==> config.mk <==
export PLATFORM = sky130hd
export DESIGN_NAME = vga_rect_fill_master_flat
export DESIGN_NICKNAME = d
export VERILOG_FILES = /design/src/rtl/vga_pkg.sv /design/src/rtl/vga_rect_fill_master_if.sv /design/src/rtl/vga_rect_fill_master.sv /design/src/flat_wrapper.sv
export SDC_FILE = /design/constraint.sdc
export NUM_CORES = 1
export LEC_CHECK = 0
export CELL_PAD_IN_SITES_DETAIL_PLACEMENT = 1
export CELL_PAD_IN_SITES_GLOBAL_PLACEMENT = 1
export CORE_MARGIN = 5
export CORE_UTILIZATION = 42
export DETAILED_ROUTE_END_ITERATION = 7
export HOLD_SLACK_MARGIN = 0.02
export PLACE_DENSITY_LB_ADDON = 0.25
export SYNTH_ARGS = -nofsm -noshare
export SYNTH_HDL_FRONTEND = slang
export SYNTH_SLANG_ARGS = --single-unit
==> constraint.sdc <==
create_clock -name CLK -period 2.6 [get_ports CLK]
set_clock_uncertainty 0.1 [all_clocks]
set_input_delay 0.78 -clock CLK [delete_from_list [all_inputs] [get_ports CLK]]
set_output_delay 0.78 -clock CLK [all_outputs]
set_load 0.01 [all_outputs]
==> src/rtl/vga_pkg.sv <==
// Shared constants and FSM state type for the VGA rectangle fill master.
package vga_pkg;

  // Frame buffer geometry (1-bit pixels)
  localparam int unsigned FB_WIDTH  = 160;
  localparam int unsigned FB_HEIGHT = 120;

  // Default register base and per-register offsets from it
  localparam logic [7:0] BASE_ADDR    = 8'hB0;
  localparam logic [7:0] REG_Y_OFS    = 8'd0;
  localparam logic [7:0] REG_X_OFS    = 8'd1;
  localparam logic [7:0] REG_DATA_OFS = 8'd2;

  typedef enum logic [2:0] {
    StIdle,
    StWrY,
    StWrX,
    StWrD,
    StDone
  } fill_state_e;

endpackage

==> src/rtl/vga_rect_fill_master_if.sv <==
// Command and bus signals of the rectangle fill master.
interface vga_rect_fill_master_if;

  logic       CMD_VALID;
  logic       CMD_READY;
  logic [7:0] CMD_X0;
  logic [6:0] CMD_Y0;
  logic [7:0] CMD_W;
  logic [6:0] CMD_H;
  logic       CMD_COLOUR;
  logic       BUS_REQ;
  logic       BUS_GNT;
  logic [7:0] BUS_ADDR;
  logic [7:0] BUS_DATA;
  logic       BUS_WE;
  logic       BUSY;
  logic       DONE;

  // Fill block side
  modport master (
    input  CMD_VALID, CMD_X0, CMD_Y0, CMD_W, CMD_H, CMD_COLOUR, BUS_GNT,
    output CMD_READY, BUS_REQ, BUS_ADDR, BUS_DATA, BUS_WE, BUSY, DONE
  );

  // Command source / arbiter / bus side
  modport slave (
    output CMD_VALID, CMD_X0, CMD_Y0, CMD_W, CMD_H, CMD_COLOUR, BUS_GNT,
    input  CMD_READY, BUS_REQ, BUS_ADDR, BUS_DATA, BUS_WE, BUSY, DONE
  );

endinterface

==> src/rtl/vga_rect_fill_master.sv <==
// Bus initiator that fills a clipped rectangle of the 1-bit frame buffer by
// writing Y once per row, then an X/data pair per pixel.
module vga_rect_fill_master #(
  parameter int unsigned FB_WIDTH  = vga_pkg::FB_WIDTH,
  parameter int unsigned FB_HEIGHT = vga_pkg::FB_HEIGHT,
  parameter logic [7:0]  BASE_ADDR = vga_pkg::BASE_ADDR
) (
  input logic                    CLK,
  input logic                    RESET,
  vga_rect_fill_master_if.master bus
);

  import vga_pkg::*;

  localparam logic [8:0] FbW = 9'(FB_WIDTH);
  localparam logic [8:0] FbH = 9'(FB_HEIGHT);

  fill_state_e state_q;
  logic [7:0]  x0_q;
  logic [7:0]  x_q;
  logic [6:0]  y_q;
  logic [8:0]  x_last_q;
  logic [8:0]  y_last_q;
  logic        colour_q;

  logic [8:0] x0_ext, y0_ext, w_ext, h_ext;
  logic [8:0] w_rem, h_rem, w_eff, h_eff;
  logic [8:0] x_last, y_last;
  logic       wr_req, wr_en;

  // Clip the incoming command against the frame buffer (9-bit, no wrap)
  always_comb begin
    x0_ext = {1'b0, bus.CMD_X0};
    y0_ext = {2'b00, bus.CMD_Y0};
    w_ext  = {1'b0, bus.CMD_W};
    h_ext  = {2'b00, bus.CMD_H};
    w_rem  = '0;
    h_rem  = '0;
    w_eff  = '0;
    h_eff  = '0;
    if (x0_ext < FbW && y0_ext < FbH) begin
      w_rem = FbW - x0_ext;
      h_rem = FbH - y0_ext;
      w_eff = (w_ext < w_rem) ? w_ext : w_rem;
      h_eff = (h_ext < h_rem) ? h_ext : h_rem;
    end
    // Only meaningful when both effective sizes are non-zero
    x_last = x0_ext + w_eff - 9'd1;
    y_last = y0_ext + h_eff - 9'd1;
  end

  // Fill FSM with row/column counters; write states advance only when granted
  always_ff @(posedge CLK or posedge RESET) begin
    if (RESET) begin
      state_q  <= StIdle;
      x0_q     <= '0;
      x_q      <= '0;
      y_q      <= '0;
      x_last_q <= '0;
      y_last_q <= '0;
      colour_q <= 1'b0;
    end else begin
      unique case (state_q)
        StIdle: begin
          if (bus.CMD_VALID) begin
            x0_q     <= bus.CMD_X0;
            x_q      <= bus.CMD_X0;
            y_q      <= bus.CMD_Y0;
            x_last_q <= x_last;
            y_last_q <= y_last;
            colour_q <= bus.CMD_COLOUR;
            state_q  <= (w_eff == '0 || h_eff == '0) ? StDone : StWrY;
          end
        end
        StWrY: begin
          if (bus.BUS_GNT) state_q <= StWrX;
        end
        StWrX: begin
          if (bus.BUS_GNT) state_q <= StWrD;
        end
        StWrD: begin
          if (bus.BUS_GNT) begin
            if ({1'b0, x_q} != x_last_q) begin
              x_q     <= x_q + 8'd1;
              state_q <= StWrX;
            end else if ({2'b00, y_q} != y_last_q) begin
              x_q     <= x0_q;
              y_q     <= y_q + 7'd1;
              state_q <= StWrY;
            end else begin
              state_q <= StDone;
            end
          end
        end
        StDone: state_q <= StIdle;
        default: state_q <= StIdle;
      endcase
    end
  end

  assign wr_req = (state_q == StWrY) || (state_q == StWrX) || (state_q == StWrD);
  assign wr_en  = wr_req && bus.BUS_GNT;

  // Status and bus outputs; address/data forced to zero when not writing
  always_comb begin
    bus.CMD_READY = (state_q == StIdle);
    bus.BUSY      = (state_q != StIdle);
    bus.DONE      = (state_q == StDone);
    bus.BUS_REQ   = wr_req;
    bus.BUS_WE    = wr_en;
    bus.BUS_ADDR  = '0;
    bus.BUS_DATA  = '0;
    if (wr_en) begin
      case (state_q)
        StWrY: begin
          bus.BUS_ADDR = BASE_ADDR + REG_Y_OFS;
          bus.BUS_DATA = {1'b0, y_q};
        end
        StWrX: begin
          bus.BUS_ADDR = BASE_ADDR + REG_X_OFS;
          bus.BUS_DATA = x_q;
        end
        StWrD: begin
          bus.BUS_ADDR = BASE_ADDR + REG_DATA_OFS;
          bus.BUS_DATA = {7'b0, colour_q};
        end
        default: ;
      endcase
    end
  end

endmodule

==> src/flat_wrapper.sv <==
// flat-port wrapper written by rule: the top's interface ports become plain ports
module vga_rect_fill_master_flat import vga_pkg::*;
#(
  parameter int unsigned FB_WIDTH  = vga_pkg::FB_WIDTH,
  parameter int unsigned FB_HEIGHT = vga_pkg::FB_HEIGHT,
  parameter logic [7:0]  BASE_ADDR = vga_pkg::BASE_ADDR
)
  (CLK, RESET, bus_CMD_VALID, bus_CMD_X0, bus_CMD_Y0, bus_CMD_W, bus_CMD_H, bus_CMD_COLOUR, bus_BUS_GNT, bus_CMD_READY, bus_BUS_REQ, bus_BUS_ADDR, bus_BUS_DATA, bus_BUS_WE, bus_BUSY, bus_DONE);
  vga_rect_fill_master_if bus_i ();
  input logic CLK;
  input logic RESET;
  input wire logic [$bits(bus_i.CMD_VALID)-1:0] bus_CMD_VALID;
  input wire logic [$bits(bus_i.CMD_X0)-1:0] bus_CMD_X0;
  input wire logic [$bits(bus_i.CMD_Y0)-1:0] bus_CMD_Y0;
  input wire logic [$bits(bus_i.CMD_W)-1:0] bus_CMD_W;
  input wire logic [$bits(bus_i.CMD_H)-1:0] bus_CMD_H;
  input wire logic [$bits(bus_i.CMD_COLOUR)-1:0] bus_CMD_COLOUR;
  input wire logic [$bits(bus_i.BUS_GNT)-1:0] bus_BUS_GNT;
  output wire logic [$bits(bus_i.CMD_READY)-1:0] bus_CMD_READY;
  output wire logic [$bits(bus_i.BUS_REQ)-1:0] bus_BUS_REQ;
  output wire logic [$bits(bus_i.BUS_ADDR)-1:0] bus_BUS_ADDR;
  output wire logic [$bits(bus_i.BUS_DATA)-1:0] bus_BUS_DATA;
  output wire logic [$bits(bus_i.BUS_WE)-1:0] bus_BUS_WE;
  output wire logic [$bits(bus_i.BUSY)-1:0] bus_BUSY;
  output wire logic [$bits(bus_i.DONE)-1:0] bus_DONE;
  assign bus_i.CMD_VALID = bus_CMD_VALID;
  assign bus_i.CMD_X0 = bus_CMD_X0;
  assign bus_i.CMD_Y0 = bus_CMD_Y0;
  assign bus_i.CMD_W = bus_CMD_W;
  assign bus_i.CMD_H = bus_CMD_H;
  assign bus_i.CMD_COLOUR = bus_CMD_COLOUR;
  assign bus_i.BUS_GNT = bus_BUS_GNT;
  assign bus_CMD_READY = bus_i.CMD_READY;
  assign bus_BUS_REQ = bus_i.BUS_REQ;
  assign bus_BUS_ADDR = bus_i.BUS_ADDR;
  assign bus_BUS_DATA = bus_i.BUS_DATA;
  assign bus_BUS_WE = bus_i.BUS_WE;
  assign bus_BUSY = bus_i.BUSY;
  assign bus_DONE = bus_i.DONE;
  vga_rect_fill_master #(.FB_WIDTH(FB_WIDTH), .FB_HEIGHT(FB_HEIGHT), .BASE_ADDR(BASE_ADDR)) u_core (.CLK(CLK), .RESET(RESET), .bus(bus_i));
endmodule
==> summary by stage <==
Clock tree
For this design, the CTS-stage hold fixing added 0 buffers. The number of sinks driven by the clock tree is 45. The clock root buffer master is sky130_fd_sc_hd__clkbuf_8.

The clock edge transition at the registers on the reported setup and hold paths is 0.10 ns. Buffers inserted during clock tree synthesis total 5. At the later pin of the worst-skew pair, clock insertion delay measures 0.33 ns. The H-tree generated during clock tree synthesis spans 2 levels. TritonCTS built the clock tree.

The maximum buffer depth of the clock tree is 2.

Floorplan
The number of rows created at floorplan is 37. The area of the die is 0.0126 mm². The vertical extent of the die is 112 µm. The core area is 0.0102 mm². The initial utilization of the core area, before any placement, comes to 0.428. The top-level port count is 56. From left edge to right edge, the die measures 112 µm.

Detailed routing
The routed wire length per instance is 30.6 µm. Summing over every cut layer, the via total after detailed routing is 5690. The number of nets with antenna violations after routing is 0. The first routing iteration left 526 violations.

The first TritonRoute pass finished after 5 iterations. For this run, design rule violations remaining after detail routing come to 0. The routed design has 26.4 mm of wire. Using the TritonRoute via totals, the vias-per-cell ratio works out to 6.59.

Timing
Setup violations remaining at the end of the flow were counted as 22. Dividing the final minimum period by the clock period gives 1.95. The final worst hold slack is 0.458 ns. The slew at the pin closest to its max-slew limit is 0.568 ns. Derived from the worst setup path, the maximum achievable clock frequency is 197 MHz. In the post-route analysis, the smallest setup slack over all paths is -2.48 ns. The aggregate negative setup slack is -33.34 ns.

The worst slew margin relative to its limit is 0.621. The post-route minimum period is 5.08 ns. The max-slew violation count is 0. Setup repair after global routing could not meet its margin everywhere.

The count of endpoints failing hold in the final timing report is 0.

Worst setup path
STA classifies the critical path endpoint as a register. By startpoint and endpoint, the worst setup path is classified as in -> reg. The worst register-to-register path ends at u_core.x_q[0]. The worst path buffer plus inverter count is 7. Setup slack on the worst reg-to-reg path comes out at 0.08 ns.

The worst register-to-register path begins at u_core.x_q[1]. The family with the most delay on the worst path is buffers and inverters. The most numerous cell type found on the critical path is sky130_fd_sc_hd__buf_4.

The maximum single-stage delay on the critical path is 0.45 ns. Counting buffers and inverters, the worst setup path is 22 cells deep. Data arrives at the worst endpoint at 5.17 ns. Along the worst path, the maximum fanout reaches 3. The startpoint class of the critical path is a primary input. The most critical setup path has its endpoint at u_core.x_last_q[8].

In this run the worst setup path begins at bus_CMD_X0[5]. Counting cells, the worst reg-to-reg path comes to 6. STA puts the critical path data required time at 2.69 ns. The critical path goes through clkdlybuf4s50_1 -> buf_4 -> nor2_2 -> a31oi_1 -> xnor2_1 -> ha_2 -> a211o_1 -> a31oi_4 -> a221oi_2 -> buf_4 -> buf_6 -> buf_4 -> mux2i_1 -> nand2_1 -> ha_1 -> inv_1 -> ha_1 -> inv_1 -> o21ai_2 -> a31oi_2 -> mux2i_1 -> nand3_1.

The worst-path cell with the longest stage delay is sky130_fd_sc_hd__clkdlybuf4s50_1.

Synthesis
Of the post-synthesis cell area, the dominant cell type holds 0.257. The post-synthesis instance area is 0.00438 mm². The cell accounting for the most synthesized area is sky130_fd_sc_hd__dfrtp_1. The register bit total from synthesis is 45. The average footprint of a synthesized cell is 7.96 µm². Counting flops with a built-in enable in the synthesized netlist gives 0. Yosys attributes the largest share of cell area to sky130_fd_sc_hd__dfrtp_1 26%, sky130_fd_sc_hd__ha_1 13%, sky130_fd_sc_hd__nand2_1 6.5%. The most used flip-flop cell after synthesis is sky130_fd_sc_hd__dfrtp_1.

The fraction of the yosys area taken by sequential cells is 0.257. The async set-reset flop share out of synthesis is 1.00. Synthesis instantiated 64 different standard cells from the library.

In the synthesized netlist, the number of instances is 550. Yosys printed 0 warnings.

GRT
Entering global routing, the biggest net connects 54 pins. For this run the aggregate overflow at the end of global routing stands at 0. The initial antenna violation count was 1. The via count of the first global-routing pass was 5890. The first global-routing pass estimated 34.5 mm of wire. The all-layer global routing usage is 0.352.

Place
The pre-CTS worst setup slack is -3.00 ns. At the end of routability-driven placement, the weighted congestion stood at 0.830. Detailed placement ended at an HPWL of 12.6 mm. The number of cells in the design after placement is 828. The number of buffers inserted by port buffering is 52.

Outcome
The flow ran to the end, but the final reports show violations. The final reports fail on setup timing.

Min path
The class of the most critical hold timing path is reg -> reg.

Layout
The synthesis-to-layout area growth is 59.0%. The top cell types in the final layout, fill and taps aside, are 136 x sky130_fd_sc_hd__buf_4, 64 x sky130_fd_sc_hd__nand2_1, 45 x sky130_fd_sc_hd__inv_1. The library cell used most frequently in the layout, excluding fill and tap cells, is sky130_fd_sc_hd__buf_4. The total of fill cells in the finished design is 1132.

The final layout contains 810 nets. The repair_antennas step left the layout with diodes totalling 0. Of the cells placed in the final design, the portion with a size suffix greater than 1 is 0.404. The count of placed standard cells in the final layout, fillers left out is 864.

Power
Dividing total power by cell area gives a power density of 907 mW/mm². The worst-case IR drop observed on VDD is 0.474 mV. The leakage power figure is 3.26 nW.

Job
The tool flagged a number of max-cap violations equal to 0.
==> state kept, by name, summed over array words and instances, names as in the netlist <==
name / count
u_core.colour_q: 1
u_core.state_q: 3
u_core.x0_q: 8
u_core.x_last_q: 9
u_core.x_q: 8
u_core.y_last_q: 9
u_core.y_q: 7
==> per-stage QoR <==
step                      instance area [µm²]  total power [W]  utilization
after detailed placement                 5980          0.00441        0.585
after floorplan                          4570          0.00328            -
after global placement                   5980          0.00420        0.585
final                                    6960          0.00631        0.680
after CTS                                6670          0.00544        0.652
after global routing                     6960          0.00651        0.680
==> worst min-delay path, stage by stage, from the launching register on <==
cell and delay [ns]:
sky130_fd_sc_hd__dfrtp_1 0.39, sky130_fd_sc_hd__nand2_1 0.07, sky130_fd_sc_hd__o21ai_0 0.07
==> worst min path at each step <==
stage / startpoint / to / slack [ns] / cells after the start
3_3_place_gp: u_core.colour_q / u_core.colour_q / 0.36 / 2
5_1_grt: u_core.x0_q[6] / u_core.x0_q[6] / 0.48 / 2
6_report: u_core.x0_q[6] / u_core.x0_q[6] / 0.46 / 2
3_5_place_dp: u_core.colour_q / u_core.colour_q / 0.38 / 2
4_1_cts: u_core.x0_q[2] / u_core.x0_q[2] / 0.41 / 2
2_1_floorplan: u_core.colour_q / u_core.colour_q / 0.34 / 2
==> metal layers <==
metal	up-vias	share of wire	track usage
met5	-	0.00042	0
met4	2	0.092	0.206
met3	212	0.094	0.0685
met2	530	0.47	0.621
met1	2711	0.34	0.393
li1	2235	-	-
==> cells by family after synthesis <==
logic type,Yosys count,share of synthesized area
multiplexers,15,0.0363
AO/OA/AOI/OAI,126,0.185
buffers and inverters,94,0.0983
XOR/XNOR,36,0.0720
other,2,0.00172
adder cells (fa/ha/maj),48,0.141
AND/OR/NAND/NOR,184,0.208
flip-flops,45,0.257
==> report_power, final <==
| group | switching (W) | internal (W) | leakage, nW | total (W) |
|---|---|---|---|---|
| sequential | 0.000496 | 0.00103 | 0.542 | 0.00153 |
| clock | 0.000312 | 0.000383 | 0.0681 | 0.000695 |
| combinational | 0.00238 | 0.00171 | 2.65 | 0.00409 |
==> final cells by class <==
class                           count  area (µm²)  share of cell area
Multi-Input combinational cell    413        3570               0.512
Timing Repair Buffer              200        1680               0.242
Sequential cell                    45        1130               0.162
Inverter                           62         280              0.0403
Tap cell                          136         170              0.0244
Clock buffer                        5        68.8             0.00989
Clock inverter                      3        65.1             0.00935
==> Yosys cell counts, drive strengths merged (7+ instances only) <==
cell    count
clkbuf     15
mux2i       8
nand2      76
dfrtp      45
o211ai     10
a31oi      12
xnor2      18
nor2b      10
a21o        7
o21ai      34
nor4        8
buf        17
a22oi       7
nand3      12
nor2       29
inv        62
ha         46
a21oi      28
xor2       18
nor3       18
mux2        7
==> what timing repair did <==
action / in CTS / in global routing
pin swaps: 63 / 52
buffers inserted: 32 / 21
gates resized for setup: 146 / 54
endpoints found under the setup margin: 37 / 22
No activity file was read; power rests on OpenSTA's default activity.
